<file path="src/rtl/mac_pipe_param.sv">
// Pipelined signed multiply-accumulate with saturating accumulation and an
// optional vector mode that emits a dot product every VEC_LEN valid inputs.
module mac_pipe_param #(
  parameter int WIDTH       = 14,  // 2..32
  parameter int ACC_WIDTH   = 28,  // >= 2*WIDTH
  parameter int MULT_STAGES = 2,   // 1..4
  parameter int VEC_LEN     = 0    // 0 = free-running accumulation
) (
  input  logic                 clk,
  input  logic                 reset,
  input  logic [WIDTH-1:0]     a,
  input  logic [WIDTH-1:0]     b,
  input  logic                 valid_in,
  output logic [ACC_WIDTH-1:0] f,
  output logic                 valid_out,
  output logic                 sat_flag
);

  localparam int PW    = 2 * WIDTH;
  localparam int CNT_W = (VEC_LEN > 1) ? $clog2(VEC_LEN) : 1;
  localparam logic [CNT_W-1:0] LAST_IDX = (VEC_LEN > 0) ? CNT_W'(VEC_LEN - 1) : '0;
  localparam logic signed [ACC_WIDTH-1:0] ACC_MAX = {1'b0, {(ACC_WIDTH-1){1'b1}}};
  localparam logic signed [ACC_WIDTH-1:0] ACC_MIN = {1'b1, {(ACC_WIDTH-1){1'b0}}};

  // Stage 0 operands and the multiplier pipeline.
  logic signed [WIDTH-1:0]     a_q, b_q;
  logic signed [PW-1:0]        prod_q [MULT_STAGES];
  logic [MULT_STAGES:0]        vld_q;
  logic signed [PW-1:0]        prod_d;

  // Accumulator and output stage.
  logic signed [ACC_WIDTH-1:0] acc_q, f_q;
  logic [CNT_W-1:0]            cnt_q, cnt_d;
  logic                        sticky_q, sticky_d;
  logic                        valid_out_q, sat_flag_q;

  logic                        fire, first_elem, last_elem;
  logic signed [ACC_WIDTH-1:0] base, prod_ext, sum_raw, sum_sat;
  logic                        pos_ovf, neg_ovf, step_sat;

  // Both operands are sign-extended first, so the product is exact.
  assign prod_d = PW'(a_q) * PW'(b_q);

  always_ff @(posedge clk) begin
    if (reset) begin
      a_q   <= '0;
      b_q   <= '0;
      vld_q <= '0;
      // NOTE: the product pipeline is an array, yet it still needs an explicit
      // per-entry reset loop; otherwise it powers up with stale data.
      for (int i = 0; i < MULT_STAGES; i++) prod_q[i] <= '0;
    end else begin
      if (valid_in) begin
        a_q <= a;
        b_q <= b;
      end
      // NOTE: non-blocking assignment lets each stage read the previous
      // stage's old value, which is what makes this a shift chain.
      vld_q     <= {vld_q[MULT_STAGES-1:0], valid_in};
      prod_q[0] <= prod_d;
      for (int i = 1; i < MULT_STAGES; i++) prod_q[i] <= prod_q[i-1];
    end
  end

  // The tail of the valid chain lines up with the last product register.
  assign fire       = vld_q[MULT_STAGES];
  assign first_elem = (VEC_LEN > 0) && (cnt_q == '0);
  assign last_elem  = (VEC_LEN > 0) && (cnt_q == LAST_IDX);

  // NOTE: every signal driven here is assigned on every path, so no latch
  // can be inferred.
  always_comb begin
    base     = first_elem ? '0 : acc_q;
    prod_ext = ACC_WIDTH'(prod_q[MULT_STAGES-1]);
    sum_raw  = base + prod_ext;
    pos_ovf  = !base[ACC_WIDTH-1] && !prod_ext[ACC_WIDTH-1] && sum_raw[ACC_WIDTH-1];
    neg_ovf  = base[ACC_WIDTH-1] && prod_ext[ACC_WIDTH-1] && !sum_raw[ACC_WIDTH-1];
    step_sat = pos_ovf | neg_ovf;
    if (pos_ovf)      sum_sat = ACC_MAX;
    else if (neg_ovf) sum_sat = ACC_MIN;
    else              sum_sat = sum_raw;
    sticky_d = (first_elem ? 1'b0 : sticky_q) | step_sat;
    cnt_d    = ((VEC_LEN == 0) || last_elem) ? '0 : cnt_q + 1'b1;
  end

  always_ff @(posedge clk) begin
    if (reset) begin
      acc_q       <= '0;
      cnt_q       <= '0;
      sticky_q    <= 1'b0;
      f_q         <= '0;
      valid_out_q <= 1'b0;
      sat_flag_q  <= 1'b0;
    end else begin
      valid_out_q <= 1'b0;
      sat_flag_q  <= 1'b0;
      if (fire) begin
        acc_q    <= sum_sat;
        cnt_q    <= cnt_d;
        sticky_q <= sticky_d;
        if (VEC_LEN == 0) begin
          f_q         <= sum_sat;
          valid_out_q <= 1'b1;
          sat_flag_q  <= step_sat;
        end else if (last_elem) begin
          // f only changes at a vector boundary; mid-vector sums stay internal.
          f_q         <= sum_sat;
          valid_out_q <= 1'b1;
          sat_flag_q  <= sticky_d;
        end
      end
    end
  end

  assign f         = f_q;
  assign valid_out = valid_out_q;
  assign sat_flag  = sat_flag_q;

endmodule

</file>
<file path="config.mk">
export PLATFORM = sky130hd
export DESIGN_NAME = mac_pipe_param
export DESIGN_NICKNAME = d
export VERILOG_FILES = /design/src/rtl/mac_pipe_param.sv
export SDC_FILE = /design/constraint.sdc
export NUM_CORES = 1
export LEC_CHECK = 0
export CAP_MARGIN = 20
export CORE_MARGIN = 2
export CORE_UTILIZATION = 37
export CTS_CLUSTER_DIAMETER = 40
export DETAILED_ROUTE_END_ITERATION = 6
export DONT_BUFFER_PORTS = 1
export GPL_TIMING_DRIVEN = 0
export SLEW_MARGIN = 40
export SYNTH_ARGS = -nofsm -noshare
export SYNTH_HDL_FRONTEND = slang
export SYNTH_SLANG_ARGS = --single-unit
</file>
<file path="constraint.sdc">
create_clock -name clk -period 8.06 [get_ports clk]
set_clock_uncertainty 0.15 [all_clocks]
set_input_delay 2.418 -clock clk [delete_from_list [all_inputs] [get_ports clk]]
set_output_delay 2.418 -clock clk [all_outputs]
set_load 0.05 [all_outputs]
</file>
==> results.toml <==
[clocking]
clock_latency_ps = 450
clock-root-buffer = "clkbuf_16"
cts_tree = "yes"
htree_levels = 4
clkTransAtPathRegs_ps = 60
hold_buffers = 0
numClockSinks = 117
postCtsSetupRepairBufs = 0
cts_resized = 0
cts_buffer_depth = 2
cts_made_buffers = 17

[pwr]
power_density_nw_per_um2 = 157
leakage_nw = 6.66
ir_worst_vdd_mv = 0.172

[yosys]
syn_inst = 1370
ys.flop_type = "dfxtp_1"
syn_area_um2 = 12700
syn-num-nets = 1693
ys_seq_area_share_pct = 18.4
synthArstFlopShare_pct = 0
synth-seq-cells = 117
yosysUniqueCellTypes = 66
avgSynthCellArea_um2 = 9.29
yosysWarnings = 0
synth-edff-count = 0

[worst_setup_path]
cp_data_arrival_time_ps = 7300
slowest_stage = "fa_1"
path_class = "reg2reg"
end_kind = "flop"
cp_cell_sequence = "clkbuf_1 > nand2_1 > fa_1 > fa_1 > inv_1 > fa_1 > fa_1 > fa_1 > inv_1 > fa_1 > inv_1 > ha_1 > o21a_1 > nor2_1 > nor2b_1 > o21ai_0 > a31oi_1 > o41ai_1 > o21ai_0 > mux2_1"
slowest_delay_ps = 770
crit_fanout = 10
cp.required_ps = 8220
crit_top_cell = "fa_1"
start_kind = "flop"

[floorplanning]
io_pins = 61
start_util_pct = 37.8
fp.dieH_um = 189
die_w_um = 189
die_area_um2 = 35900
core.rowCount = 67
fp.coreArea_um2 = 33700

[placed_design]
gp_congestion = 0.889
pre_cts_ws_ps = 984
port_buffers = 0
place_hpwl_um = 24700

[drt]
vias = 9203
routed_wirelength_um = 30100
drcViolationCount = 0
via_per_inst = 4.97
initialDrtViolationCount = 474
firstDrtPassIters = 5
ant_nets = 0
avgRoutedWirePerCell_um = 16.3

[status]
status = "finished clean"

[sta]
finalSetupViolations = 0
final_max_slew_viol_count = 0
max_freq_mhz = 140
final_hold_viol_count = 0
period_minus_slack_ps = 7140
min_period_over_period_pct = 88.6
worst_pin_slew_ps = 836
worst_hold_slack_ps = 282
post-route-worst-setup-slack_ps = 919
rsz0062_at_grt = "false"
tns_ps = 0
max_slew_margin_pct = 44.3

[layout]
final_nets = 1712
drive_gt1_share_pct = 6.13
syn_to_final_growth_pct = 9.52
fillers = 3379

[global_routing]
grt_overflow_total = 0
gr-usage-all-layers_pct = 18.2
grt_pass1_vias = 9815
grt_pass1_wl_um = 51000
grt_max_degree = 17
antenna_found_initial = 2

[worst_hold_path]
hp-class = "reg2reg"

[flow_run]
maxCapViolCount = 0
==> power breakdown <==
group	switching, W	internal (W)	total [W]	leakage [nW]
combinational	0.000379	0.000274	0.000653	5.39
clock	0.000319	0.000527	0.000846	0.318
sequential	0.0000573	0.000637	0.000694	0.958
==> cells in the final DEF (no fill, tap or decap), types with 4 or more instances in the layout <==
cell | Yosys | routed
o21a_1 | 7 | 7
o21ai_0 | 28 | 28
xnor2_1 | 31 | 31
nand3_1 | 13 | 13
clkbuf_1 | 48 | 46
clkbuf_16 | 0 | 17
xor2_1 | 11 | 11
buf_6 | 4 | 4
nor2b_1 | 45 | 45
inv_1 | 225 | 225
mux2i_1 | 30 | 30
buf_2 | 5 | 5
o21bai_1 | 8 | 8
ha_1 | 96 | 96
nor2_1 | 115 | 115
bufinv_16 | 0 | 4
o211ai_1 | 5 | 5
o21ai_1 | 4 | 4
fa_1 | 196 | 196
a211oi_2 | 23 | 23
dfxtp_1 | 117 | 117
a31oi_1 | 4 | 4
a21oi_1 | 36 | 36
nand2_1 | 110 | 110
a211oi_1 | 9 | 9
nand2b_1 | 12 | 12
clkinv_4 | 0 | 5
and2_1 | 104 | 104
nor3_1 | 13 | 13
a21o_1 | 15 | 15
==> cell usage after synthesis (3+ instances only) <==
master,n,area (um^2)
o21ai_0,28,140
xnor2_1,31,272
inv_1,225,845
o211ai_1,5,37.5
clkbuf_1,48,180
dfxtp_1,117,2340
nor2b_1,45,282
fa_1,196,3920
nor2_1,115,432
xor2_1,11,96.3
nand2_1,110,413
nand2b_1,12,75.1
a31oi_1,4,25.0
and3_1,3,18.8
o21bai_1,8,60.1
a21oi_1,36,180
and2_1,104,651
or3_1,3,18.8
nand4_1,3,18.8
a211oi_2,23,288
nand3_1,13,65.1
o21ai_1,4,20.0
buf_2,5,25.0
a211oi_1,9,67.6
a21o_1,15,113
nor3_1,13,65.1
buf_6,4,45.0
mux2i_1,30,300
o21a_1,7,52.6
ha_1,96,1200
or2_2,3,18.8
==> flip-flops by register name (all words and copies together) (netlist names) <==
name and flops:
valid_out 1, sat_flag 1, f 28, vld_q 3, prod_q 56, b_q 14
a_q 14
==> worst max-delay path, delay by kind of cell, from the launching register on <==
kind                     cells  cell delay, ps
adder cells (fa/ha/maj)      7            3610
buffers and inverters        4             710
AO/OA/AOI/OAI                5            1190
AND/OR/NAND/NOR              3             440
flip-flops                   1             570
multiplexers                 1             330
==> logic make-up after synthesis <==
| logic type | synth area share, % |
|---|---|
| adder cells (fa/ha/maj) | 40.3 |
| buffers and inverters | 8.66 |
| AND/OR/NAND/NOR | 17.2 |
| XOR/XNOR | 2.89 |
| multiplexers | 2.54 |
| AO/OA/AOI/OAI | 9.99 |
| flip-flops | 18.4 |
==> worst paths after layout <==
kind,start,to,slack [ps],cells after the start
worst max-delay path,a_q[13],prod_q[0][26],920,20
worst min-delay path,prod_q[0][23],prod_q[0][51],280,1
worst max register to register,a_q[13],prod_q[0][26],920,20
worst min register to register,prod_q[0][23],prod_q[0][51],280,1
==> routing by layer <==
layer	global-route usage (%)	part of all wire (%)
met1	23.4	45
met2	31.6	49
met3	2.74	4.0
met4	5.13	1.9
met5	0	0
==> through the flow <==
stage / area, um^2 / cells / util, % / power, W
2_1_floorplan: 12700 / 1370 / - / 0.00121
3_3_place_gp: 13300 / 1818 / 39.4 / 0.00135
3_5_place_dp: 13300 / 1818 / 39.4 / 0.00136
4_1_cts: 13900 / 1850 / 41.3 / 0.00222
5_1_grt: 13900 / 1850 / 41.3 / 0.00234
6_report: 13900 / 1851 / 41.3 / 0.00219
==> cell type report <==
type	instances	area, um^2	area share [%]
multi-input cells	970	9280	66.6
flip-flops and latches	117	2340	16.8
inverters	225	845	6.06
well taps	448	561	4.02
clock buffers	17	425	3.05
plain buffers	58	260	1.87
clock inverters	15	220	1.58
diodes	1	2.50	0.0180
Power figures use the tool's default switching activity.
